===== config.mk =====
export PLATFORM = sky130hd
export DESIGN_NAME = maint_scheduler_flat
export DESIGN_NICKNAME = d
export VERILOG_FILES = /design/src/rtl/maint_scheduler_if.sv /design/src/rtl/maint_scheduler.sv /design/src/flat_wrapper.sv
export SDC_FILE = /design/constraint.sdc
export NUM_CORES = 1
export LEC_CHECK = 0
export CORE_ASPECT_RATIO = 0.6
export CORE_UTILIZATION = 25
export CTS_CLUSTER_SIZE = 14
export DETAILED_ROUTE_END_ITERATION = 10
export PLACE_DENSITY = 0.44
export SLEW_MARGIN = 20
export SYNTH_ARGS = -nofsm -noshare
export SYNTH_HDL_FRONTEND = slang
export SYNTH_SLANG_ARGS = --single-unit

===== constraint.sdc =====
create_clock -name clk -period 3 [get_ports clk]
set_input_delay 0.9 -clock clk [delete_from_list [all_inputs] [get_ports clk]]
set_output_delay 0.9 -clock clk [all_outputs]
set_load 0.02 [all_outputs]

===== src/rtl/maint_scheduler_if.sv =====
// Crew-scheduler bus: per-machine done pulses in,
// one-hot grant, overdue flags, FSM state, granted age, overdue count out.
interface maint_scheduler_if #(
  parameter int N_MACH = 4
);
  logic [N_MACH-1:0] done;
  logic [N_MACH-1:0] grant;
  logic [N_MACH-1:0] overdue;
  logic [1:0]        current_state;
  logic [7:0]        reg_state;
  logic [7:0]        ovd_count;

  modport master (
    output done,
    input  grant, overdue, current_state,
    input  reg_state, ovd_count
  );

  modport slave (
    input  done,
    output grant, overdue, current_state,
    output reg_state, ovd_count
  );
endinterface


===== src/rtl/maint_scheduler.sv =====
// Shares one maintenance crew between N_MACH machines with per-machine
// age timers: raises requests at PERIOD, flags overdue at PERIOD+GRACE,
// grants the crew one-hot round-robin (overdue machines first) and waits
// for the granted machine's done pulse, then cools down one cycle.
// Ports: clk, rst (async active-low), bus (slave: done in; grant,
// overdue, current_state, reg_state, ovd_count out).
// MAINT_OVD_COUNT_EN: when defined, ovd_count counts overdue events;
// otherwise it is tied to zero.
module maint_scheduler #(
  parameter int N_MACH = 4,
  parameter int PERIOD = 9,
  parameter int GRACE  = 10
) (
  input logic              clk,
  input logic              rst,
  maint_scheduler_if.slave bus
);
  localparam logic [1:0] S_IDLE  = 2'd0;
  localparam logic [1:0] S_GRANT = 2'd1;
  localparam logic [1:0] S_COOL  = 2'd2;
  localparam int PW = $clog2(N_MACH);
  localparam logic [7:0] P_AGE   = 8'(PERIOD);
  localparam logic [7:0] OVD_PRE = 8'(PERIOD + GRACE - 1);

  logic [7:0]        age_q [N_MACH];
  logic [7:0]        age_d [N_MACH];
  logic [N_MACH-1:0] ovd_q, ovd_d;
  logic [N_MACH-1:0] grant_q, grant_d;
  logic [N_MACH-1:0] req, serve, mask;
  logic [PW-1:0]     ptr_q, ptr_d;
  logic [PW-1:0]     g_q, g_d, win;
  logic [1:0]        st_q, st_d;
  logic              served;

  // First set bit of m searching upward from p+1 with wrap.
  function automatic logic [PW-1:0] rr_pick(
    input logic [N_MACH-1:0] m,
    input logic [PW-1:0]     p
  );
    logic [PW-1:0] w;
    logic          hit;
    int            idx;
    w   = '0;
    hit = 1'b0;
    for (int k = 1; k <= N_MACH; k++) begin
      idx = int'(p) + k;
      if (idx >= N_MACH) idx = idx - N_MACH;
      if (!hit && m[idx[PW-1:0]]) begin
        hit = 1'b1;
        w   = idx[PW-1:0];
      end
    end
    return w;
  endfunction

  always_comb begin
    served = (st_q == S_GRANT) && bus.done[g_q];
    serve  = '0;
    if (served) serve[g_q] = 1'b1;
    for (int i = 0; i < N_MACH; i++) begin
      req[i] = age_q[i] >= P_AGE;
      // Service clear takes priority over the overdue set.
      if (serve[i]) begin
        age_d[i] = 8'd0;
        ovd_d[i] = 1'b0;
      end else begin
        age_d[i] = (age_q[i] == 8'hff) ? age_q[i]
                                       : age_q[i] + 8'd1;
        ovd_d[i] = ovd_q[i] || (age_q[i] == OVD_PRE);
      end
    end
    mask    = (|(req & ovd_q)) ? (req & ovd_q) : req;
    win     = rr_pick(mask, ptr_q);
    st_d    = st_q;
    grant_d = grant_q;
    ptr_d   = ptr_q;
    g_d     = g_q;
    unique case (st_q)
      S_IDLE: begin
        if (|req) begin
          st_d       = S_GRANT;
          g_d        = win;
          grant_d    = '0;
          grant_d[win] = 1'b1;
        end
      end
      S_GRANT: begin
        if (served) begin
          st_d    = S_COOL;
          grant_d = '0;
          ptr_d   = g_q;
        end
      end
      default: st_d = S_IDLE;
    endcase
  end

  always_ff @(posedge clk or negedge rst) begin
    if (!rst) begin
      for (int i = 0; i < N_MACH; i++) age_q[i] <= 8'd0;
      ovd_q   <= '0;
      grant_q <= '0;
      ptr_q   <= PW'(N_MACH - 1);
      g_q     <= '0;
      st_q    <= S_IDLE;
    end else begin
      for (int i = 0; i < N_MACH; i++) age_q[i] <= age_d[i];
      ovd_q   <= ovd_d;
      grant_q <= grant_d;
      ptr_q   <= ptr_d;
      g_q     <= g_d;
      st_q    <= st_d;
    end
  end

  assign bus.grant         = grant_q;
  assign bus.overdue       = ovd_q;
  assign bus.current_state = st_q;
  assign bus.reg_state     = (|grant_q) ? age_q[g_q] : 8'd0;

`ifdef MAINT_OVD_COUNT_EN
  logic [7:0]        cnt_q, cnt_d;
  logic [N_MACH-1:0] ovd_rise;

  always_comb begin
    ovd_rise = ovd_d & ~ovd_q;
    cnt_d    = cnt_q;
    for (int i = 0; i < N_MACH; i++) begin
      if (ovd_rise[i] && cnt_d != 8'hff) cnt_d = cnt_d + 8'd1;
    end
  end

  always_ff @(posedge clk or negedge rst) begin
    if (!rst) cnt_q <= 8'd0;
    else      cnt_q <= cnt_d;
  end

  assign bus.ovd_count = cnt_q;
`else
  assign bus.ovd_count = 8'd0;
`endif
endmodule


===== src/flat_wrapper.sv =====
// flat-port wrapper written by rule: the top's interface ports become plain ports
module maint_scheduler_flat 
#(
  parameter int N_MACH = 4,
  parameter int PERIOD = 9,
  parameter int GRACE  = 10
)
  (clk, rst, bus_done, bus_grant, bus_overdue, bus_current_state, bus_reg_state, bus_ovd_count);
  maint_scheduler_if #(.N_MACH(N_MACH)) bus_i ();
  input logic clk;
  input logic rst;
  input wire logic [$bits(bus_i.done)-1:0] bus_done;
  output wire logic [$bits(bus_i.grant)-1:0] bus_grant;
  output wire logic [$bits(bus_i.overdue)-1:0] bus_overdue;
  output wire logic [$bits(bus_i.current_state)-1:0] bus_current_state;
  output wire logic [$bits(bus_i.reg_state)-1:0] bus_reg_state;
  output wire logic [$bits(bus_i.ovd_count)-1:0] bus_ovd_count;
  assign bus_i.done = bus_done;
  assign bus_grant = bus_i.grant;
  assign bus_overdue = bus_i.overdue;
  assign bus_current_state = bus_i.current_state;
  assign bus_reg_state = bus_i.reg_state;
  assign bus_ovd_count = bus_i.ovd_count;
  maint_scheduler #(.N_MACH(N_MACH), .PERIOD(PERIOD), .GRACE(GRACE)) u_core (.clk(clk), .rst(rst), .bus(bus_i));
endmodule

---- Yosys cells after proc, flatten, opt, wreduce, memory -nomap -nowiden ----
Index checks and enable logic that the tools add are counted.
cells by class
  add/sub/neg operators ................... 12
  multipliers ............................. 0
  divide/modulo/power cells ............... 0
  magnitude comparators ................... 17
  eq/ne operators ......................... 15
  shift operators ......................... 0
  multiplexer cells ....................... 49
  bitwise logic cells ..................... 2
  reduce and logical (&&, ||, !) cells .... 22
operators by type and width
  kind                                                         number
  two-way mux 8 bit                                            11
  adder 8 x 1 -> 8 bit (second input constant)                 4
  == test 8 x 5 -> 1 bit (second input constant)               4
  == test 8 bit (second input constant)                        4
  >= comparator 8 x 4 -> 1 bit (second input constant)         4
  two-way mux 2 bit                                            10
  less-than comparator 2 x 3 -> 1 bit (second input constant)  6
  binary-select mux 8 bit (select 2 bit)                       1
  two-way mux 4 bit                                            4
  two-way mux 1 bit                                            14
  >= comparator 3 bit (second input constant)                  4
  != test 2 x 1 -> 1 bit (second input constant)               6
  OR reduction 4 bit                                           3
  binary-select mux 1 bit (select 2 bit)                       5
  case mux 4 bit (2 select lines)                              1
  subtractor 2 x 1 -> 2 bit (second input constant)            4
  adder 2 x 2 -> 3 bit (second input constant)                 2
  logical AND 1 bit                                            6
  AND reduction 2 bit                                          3
  adder 2 x 3 -> 4 bit (second input constant)                 1
  AND 4 bit                                                    1
  demux 1 bit (select 2 bit)                                   2
  >= comparator 2 x 1 -> 1 bit (second input constant)         2
  >= comparator 4 x 3 -> 1 bit (second input constant)         1
  9 further kinds                                              14
storage, ports and cells
  register bits after elaboration ......... 46
  bits in latches ......................... 0
  bits in writable memories ............... 0
  ROM bits ................................ 0
  output and inout bits ................... 26
  logic and storage cells ................. 126
  memories kept ........................... 0

---- Longest topological paths before layout ----
Gate-level depths: netlist of the first run.
  depth in word-level cells ............... 22
  mapped depth ............................ 9
  depth with buffers taken out ............ 9

---- Worst setup path before layout of the first run ----
OpenSTA, ideal clock, no wires.
  kind .................................... register -> output
  start ................................... register u_core.g_q[0]
  end ..................................... output port bus_reg_state[6]
  arrival ................................. 1.625 ns
  required time ........................... 2.100 ns
  path slack .............................. 0.475 ns
  stages on the path, launching flop included .. 5
  cell sequence ........................... dfrtp_1 buf_2 buf_1 mux4_1 nor2b_1
between the ends
  word-level cells in the longest chain between the ends .. 5
ends and longest elaborated chain
  element                                                RTL line                text
  start: declaration                                     maint_scheduler.sv:31   logic [PW-1:0] g_q, g_d, win;
  start signal: assignment                               maint_scheduler.sv:111  g_q <= g_d;
  inverter 2 -> 3 bit (implied by the code)              maint_scheduler.sv:119  assign bus.reg_state = (|grant_q) ? age_q[g_q] : 8'd0;
  binary-select mux 8 bit (select 2 bit)                 maint_scheduler.sv:119
  two-way mux 8 bit (implied by the code) (2 in series)  maint_scheduler.sv:119
  two-way mux 8 bit                                      maint_scheduler.sv:119
  end: declaration                                       flat_wrapper.sv:16      output wire logic [$bits(bus_i.reg_state)-1:0] bus_reg_state;
No other way between the ends. The select of a mux whose other input is x is not followed.

---- Worst setup path in the final report of the first run ----
  start ................................... register u_core.g_q[0]
  end ..................................... output port bus_reg_state[4]
Same word-level chain as after synthesis.

==> impl_metrics.toml, run 1 <==
[run_status]
status = "complete, no violations"

[timing]
timing.final.crit_share = 0.9753
fin_ws_ns = 0.07418
drv_slew = 0
fmax_ghz = 0.3418
worstMarginPinSlew_ns = 0.6600
relSlewSlack = 0.5584
fin_worst_skew_ns = 0.01288
setup_violations = 0
rsz0062_at_grt = "no"
hold_violations = 0
fin_crit_ns = 2.926
finalSetupTns_ns = 0

[logic_synthesis]
synth_edf_count = 0
synth_top_area_frac = 0.3596
syn_area_sq_um = 3062
async_flop_share = 1.000
synth_seq_cells = 46
synth_ff_type = "dfrtp_1"
yosysTopAreaCell = "dfrtp_1"
syn_avg_cell_area_sq_um = 9.508
ys_seq_area_frac = 0.3768
yosysUniqueCellTypes = 62
syn_inst = 322
synth.area.top_cells = "dfrtp_1 36%, ha_1 6.5%, nor2_1 6.0%"
yosysWarnings = 0

[floorplanning]
die-area_sq_um = 12710
coreArea_sq_um = 11600
io_pins = 32
start_util = 0.2640
row_count = 30
die_w_um = 144.9
die_h_um = 87.72

[min_path]
holdPathStages = 1
min_to = "u_core.bus.grant[3]$_DFFE_PN0P_"
hp-start = "u_core.bus.grant[3]$_DFFE_PN0P_"
hp-class = "flop to flop"

[pwr]
power.total_mw = 4.668
leakage_nw = 1.700
p_per_area_nw_per_um2 = 1237
vdd_ir_drop_max_mv = 0.3070

[drt]
ant_nets = 0
drc = 0
vias = 2505
dr.pass1.iters = 5
wire_per_inst_um = 16.08
wl_um = 8426
routed_via_density = 4.781
drtIter0Drc = 170

[finish]
num-nets-final = 385
antenna_cells = 0
drive_above_1_share = 0.1703
finalInstanceArea_sq_um = 3774
layout_commonest_cell = "nor2_1"
syn_to_final_growth_pct = 23.25
layout_common_cells = "49 x nor2_1, 42 x dfrtp_1, 25 x buf_4"

[placed_design]
pre_cts_slack_ns = 0.1153
placed_area_sq_um = 3577
gp_congestion = 0.8286
port-buffer-count = 23
dp_hpwl_um = 6383

[cts]
clk_latency_ns = 0.30
cts_tree = "done"
clock_sinks = 46
cts-root-buf = "clkbuf_16"
hold_buffers = 0
htree_num_levels = 2
cts_buffer_depth = 2
numCtsBuffers = 5
path_clk_slew_ns = 0.07

[critical_path]
r2r-start = "u_core.age_q[8]$_DFFE_PN0P_"
crit_family = "buffers and inverters"
arrival_ns = 2.03
critPathKind = "flop to output pin"
rrSetupSlack_ns = 0.41
r2r_cells = 9
cpPeakStageDelay_ns = 0.53
path_buf_inv = 2
cp.required_ns = 2.10
r2r-end = "u_core.bus.grant[2]$_DFFE_PN0P_"
crit_chain = "buf_4, mux4_2, nor2b_1, clkdlybuf4s50_1"
cp_slowest_cell = "clkdlybuf4s50_1"
critPathLaunchType = "flop"
crit_fanout = 6
crit_path_end_kind = "output pin"

[global_route]
grt_usage = 0.1414
gr-total-overflow = 0
grt_pass1_wl_um = 13020
antenna_found_initial = 0
grt_pass1_vias = 2220
grt_max_degree = 47

[run]
cap_violations = 0
## power breakdown
part           total, mW  switching (mW)  internal (mW)
registers           1.35           0.420          0.929
clock network      0.650           0.256          0.394
logic               2.67            1.41           1.26
## worst max path at each step
stage               depth (start not counted)  slack [ns]                       from                           end
finish                                      4        0.07  u_core.g_q[0]$_DFFE_PN0P_              bus_reg_state[4]
global route                                4        0.03  u_core.g_q[0]$_DFFE_PN0P_              bus_reg_state[4]
CTS                                         4        0.01  u_core.g_q[0]$_DFFE_PN0P_              bus_reg_state[1]
detailed placement                          6        0.12                bus_done[3]  u_core.age_q[22]$_DFFE_PN0P_
global placement                            6        0.15                bus_done[3]  u_core.age_q[20]$_DFFE_PN0P_
floorplan                                   4        0.48  u_core.g_q[0]$_DFFE_PN0P_              bus_reg_state[6]
## cell usage after synthesis (all sizes together) (3+ instances only)
master and number:
nor3b 6, nor4 6, clkbuf 6, nand4 5, nor2b 9, and3 14
nand3 18, o21ai 14, o211ai 3, xnor2 6, a211oi 6, xor2 4
a21oi 13, mux4 9, a31oi 3, nand2 15, dfrtp 44, o21a 3
nor2 49, buf 16, ha 16, nor3 8, inv 13
## area by class of cell
cell class | count | area [sq um]
Clock buffer | 6 | 128.9
Clock inverter | 2 | 37.54
Fill cell | 1181 | 7825
Inverter | 13 | 48.80
Multi-Input combinational cell | 248 | 1757
Sequential cell | 46 | 1156
Tap cell | 160 | 200.2
Timing Repair Buffer | 49 | 445.4
## state kept, by name (all words and copies together) (netlist names)
name and count:
u_core.age_q 32, u_core.bus.current_state 2, u_core.bus.grant 4, u_core.bus.overdue 4
u_core.g_q 2, u_core.ptr_q 2
## layer usage
layer  share of wire  track usage  wire length (um)
met5               0            0                 0
met4          0.0081      0.03636                68
met3           0.056      0.03390               471
met2            0.36       0.1735              3028
met1            0.58       0.2322              4859
## cells by family (layout without fill, tap and decap cells)
group | Yosys count | in the layout | synth area share
AO/OA/AOI/OAI | 62 | 62 | 0.1545
multiplexers | 12 | 12 | 0.07765
other | 1 | 8 | 0.001225
adder cells (fa/ha/maj) | 16 | 16 | 0.06539
flip-flops | 46 | 46 | 0.3768
XOR/XNOR | 10 | 10 | 0.02861
buffers and inverters | 35 | 70 | 0.05803
AND/OR/NAND/NOR | 140 | 140 | 0.2378
## per-stage QoR
step / std cells / hold slack, ns / utilization
3_5_place_dp: 514 / 0.5027 / 0.3084
2_1_floorplan: 329 / 0.4988 / -
3_3_place_gp: 514 / 0.5212 / 0.3084
6_report: 524 / 0.5289 / 0.3254
4_1_cts: 524 / 0.5197 / 0.3242
5_1_grt: 524 / 0.5261 / 0.3254
## timing repair
item | 4_1_cts | 5_1_grt
setup buffers | 2 | 0
setup endpoints to repair | 5 | 7
resized for setup | 1 | 6
gates cloned | 0 | 0
Note: power is estimated with default switching activity, not from simulation.
==> run 2: changes to the inputs <==
Settings changed: CAP_MARGIN set to 20.
==> results of run 2 <==
No change in the layout: final DEF, timing and power equal those of run 1.
==> run 3: changes to the inputs <==
Settings changed: GPL_TIMING_DRIVEN set to 0, MAX_ROUTING_LAYER set to met4.
==> run 3 against run 2 <==
Effect of this change: via count fell by 1.9%; total power decreased by 3.6%; clock skew shrank 0.0045 ns; core utilization decreased by 0.67 points; setup slack better by 0.0076 ns; largest cell class unchanged; cell count is 0.57% lower; first-iteration DRC count fell by 5.3%; non-clock buffer count is 3 lower; critical endpoint is now bus_reg_state[2]; die area is the same; sequential cell count did not move.
==> impl_metrics.toml, run 3 (synthesis results as in run 1) <==
[run_status]
status = "complete, no violations"

[drt]
dr.pass1.iters = 4
wire_per_inst_um = 15.52
drc = 0
routed_via_density = 4.716
drtIter0Drc = 161
ant_nets = 0
wl_um = 8088
vias = 2457

[min_path]
min_to = "u_core.ptr_q[0]$_DFFE_PN1P_"
hp-class = "flop to flop"
hp-start = "u_core.ptr_q[0]$_DFFE_PN1P_"
holdPathStages = 2

[finish]
fillers = 1197
regArea_sq_um = 1155
layout_commonest_cell = "nor2_1"
antenna_cells = 0
largest_register = "u_core.age_q"
multiInputGateArea_sq_um = 1768
finalInstanceArea_sq_um = 3696
largest_reg_flops = 32
drive_above_1_share = 0.1551
num-nets-final = 382
fin_util = 0.3187
layout_common_cells = "49 x nor2_1, 43 x dfrtp_1, 18 x nand3_1, 18 x clkdlybuf4s50_1, 16 x ha_1"
syn_to_final_growth_pct = 20.72

[floorplanning]
coreArea_sq_um = 11600
die_w_um = 144.9
die-area_sq_um = 12710
io_pins = 32
start_util = 0.2640
die_h_um = 87.72
row_count = 30

[critical_path]
crit_path_end_kind = "output pin"
crit_chain = "clkbuf_4, mux4_2, nor2b_1, clkdlybuf4s50_1"
crit_fanout = 10
rrSetupSlack_ns = 0.31
critPathLaunchType = "flop"
cp_slowest_cell = "clkdlybuf4s50_1"
r2r-start = "u_core.age_q[17]$_DFFE_PN0P_"
critPathKind = "flop to output pin"
cp.required_ns = 2.10
path_buf_inv = 2
arrival_ns = 2.02
r2r_cells = 9
crit_family = "buffers and inverters"
r2r-end = "u_core.bus.grant[2]$_DFFE_PN0P_"
cpPeakStageDelay_ns = 0.53

[cts]
clock_sinks = 46
cts_buffer_depth = 2
clk_latency_ns = 0.29
path_clk_slew_ns = 0.06
post_cts_buffers = 0
htree_num_levels = 2
numCtsBuffers = 5
cts_tree = "done"
cts-root-buf = "clkbuf_16"

[pwr]
internal-power_mw = 2.429
vdd_ir_drop_max_mv = 0.2890
combPwrFrac = 0.559
p_clk_frac = 0.128
p_per_area_nw_per_um2 = 1218
leakage_nw = 1.617
p_sw_frac = 0.4603
switchingPower_mw = 2.072
seqPwrFrac = 0.313

[timing]
drv_slew = 0
fin_crit_ns = 2.918
fin_ws_ns = 0.08182
worstMarginPinSlew_ns = 0.6694
setup_violations = 0
hold_violations = 0
relSlewSlack = 0.5521
timing.final.crit_share = 0.9727
fmax_ghz = 0.3427
rsz0062_at_grt = "no"
finalSetupTns_ns = 0
fin_worst_skew_ns = 0.008359

[placed_design]
pre_cts_slack_ns = -0.2713
port-buffer-count = 23
placed_area_sq_um = 3530
gp_congestion = 0.8542
dp_hpwl_um = 6114

[global_route]
grt_max_degree = 47
grt_usage = 0.1440
gr-total-overflow = 0
antenna_found_initial = 0
grt_pass1_wl_um = 13120
busiest_layer = "met1"
met2_usage = 0.1792
grtUsageMet3 = 0.03007
met1_usage = 0.2277
grt_pass1_vias = 2308

[run]
cap_violations = 0
==> run 3: cell count changes in the layout (fill, tap and decap cells not counted), sizes merged <==
cell	before	now
dlygate4sd2	0	4
buf	27	18
dlymetal6s2s	5	0
clkinv	0	1
clkbuf	6	13
bufinv	1	0
clkinvlp	1	0
clkdlybuf4s50	17	18
==> run 3: what timing repair did <==
| action | in CTS | in global routing |
|---|---|---|
| hold buffers | 0 | 0 |
| endpoints found under the setup margin | 7 | 5 |
| gates resized for setup | 11 | 2 |
==> run 3: layout make-up <==
cell class	instances	share of cell area
inverter	13	0.01320
clock buffer	7	0.03859
buffer	22	0.03961
sequential	46	0.3125
timing repair buffer	24	0.06229
clock inverter	1	0.001354
tap	160	0.05416
multi-input combinational	248	0.4783
==> run 3: worst max path at each step <==
stage                     slack, ns  cells past startpoint                            to                 startpoint
final                          0.08                      4              bus_reg_state[2]  u_core.g_q[1]$_DFFE_PN0P_
after global routing          0.001                      5              bus_reg_state[6]  u_core.g_q[0]$_DFFE_PN0P_
after CTS                      0.07                      4              bus_reg_state[2]  u_core.g_q[1]$_DFFE_PN0P_
after detailed placement      -0.27                      5              bus_reg_state[6]  u_core.g_q[0]$_DFFE_PN0P_
after global placement        -0.48                      1  u_core.age_q[17]$_DFFE_PN0P_                        rst
after floorplan                0.48                      4              bus_reg_state[6]  u_core.g_q[0]$_DFFE_PN0P_
==> run 3: through the flow <==
stage               cells  power [mW]  hold slack, ns
detailed placement    513       3.928          0.5339
floorplan             329       3.076          0.4988
finish                521       4.501          0.5497
global route          521       4.903          0.5619
CTS                   521       4.514          0.5509
global placement      512       3.882          0.5235
==> run 3: power by group through the flow <==
stage	registers, mW	logic [mW]	clock network, mW
after floorplan	1.29	1.79	0
after CTS	1.40	2.52	0.592
final	1.41	2.52	0.575
after global routing	1.46	2.81	0.624
after detailed placement	1.41	2.52	0
after global placement	1.40	2.48	0
==> run 3: worst min-delay path, cell delays in order, from the launching register on <==
cell,delay (ns)
dfstp_2,0.38
inv_1,0.08
o21ai_0,0.09
==> run 3: layer usage <==
| metal | wire length, um | part of all wire |
|---|---|---|
| met5 | 0 | 0 |
| met4 | 32 | 0.0040 |
| met3 | 377 | 0.047 |
| met2 | 3029 | 0.37 |
| met1 | 4649 | 0.57 |
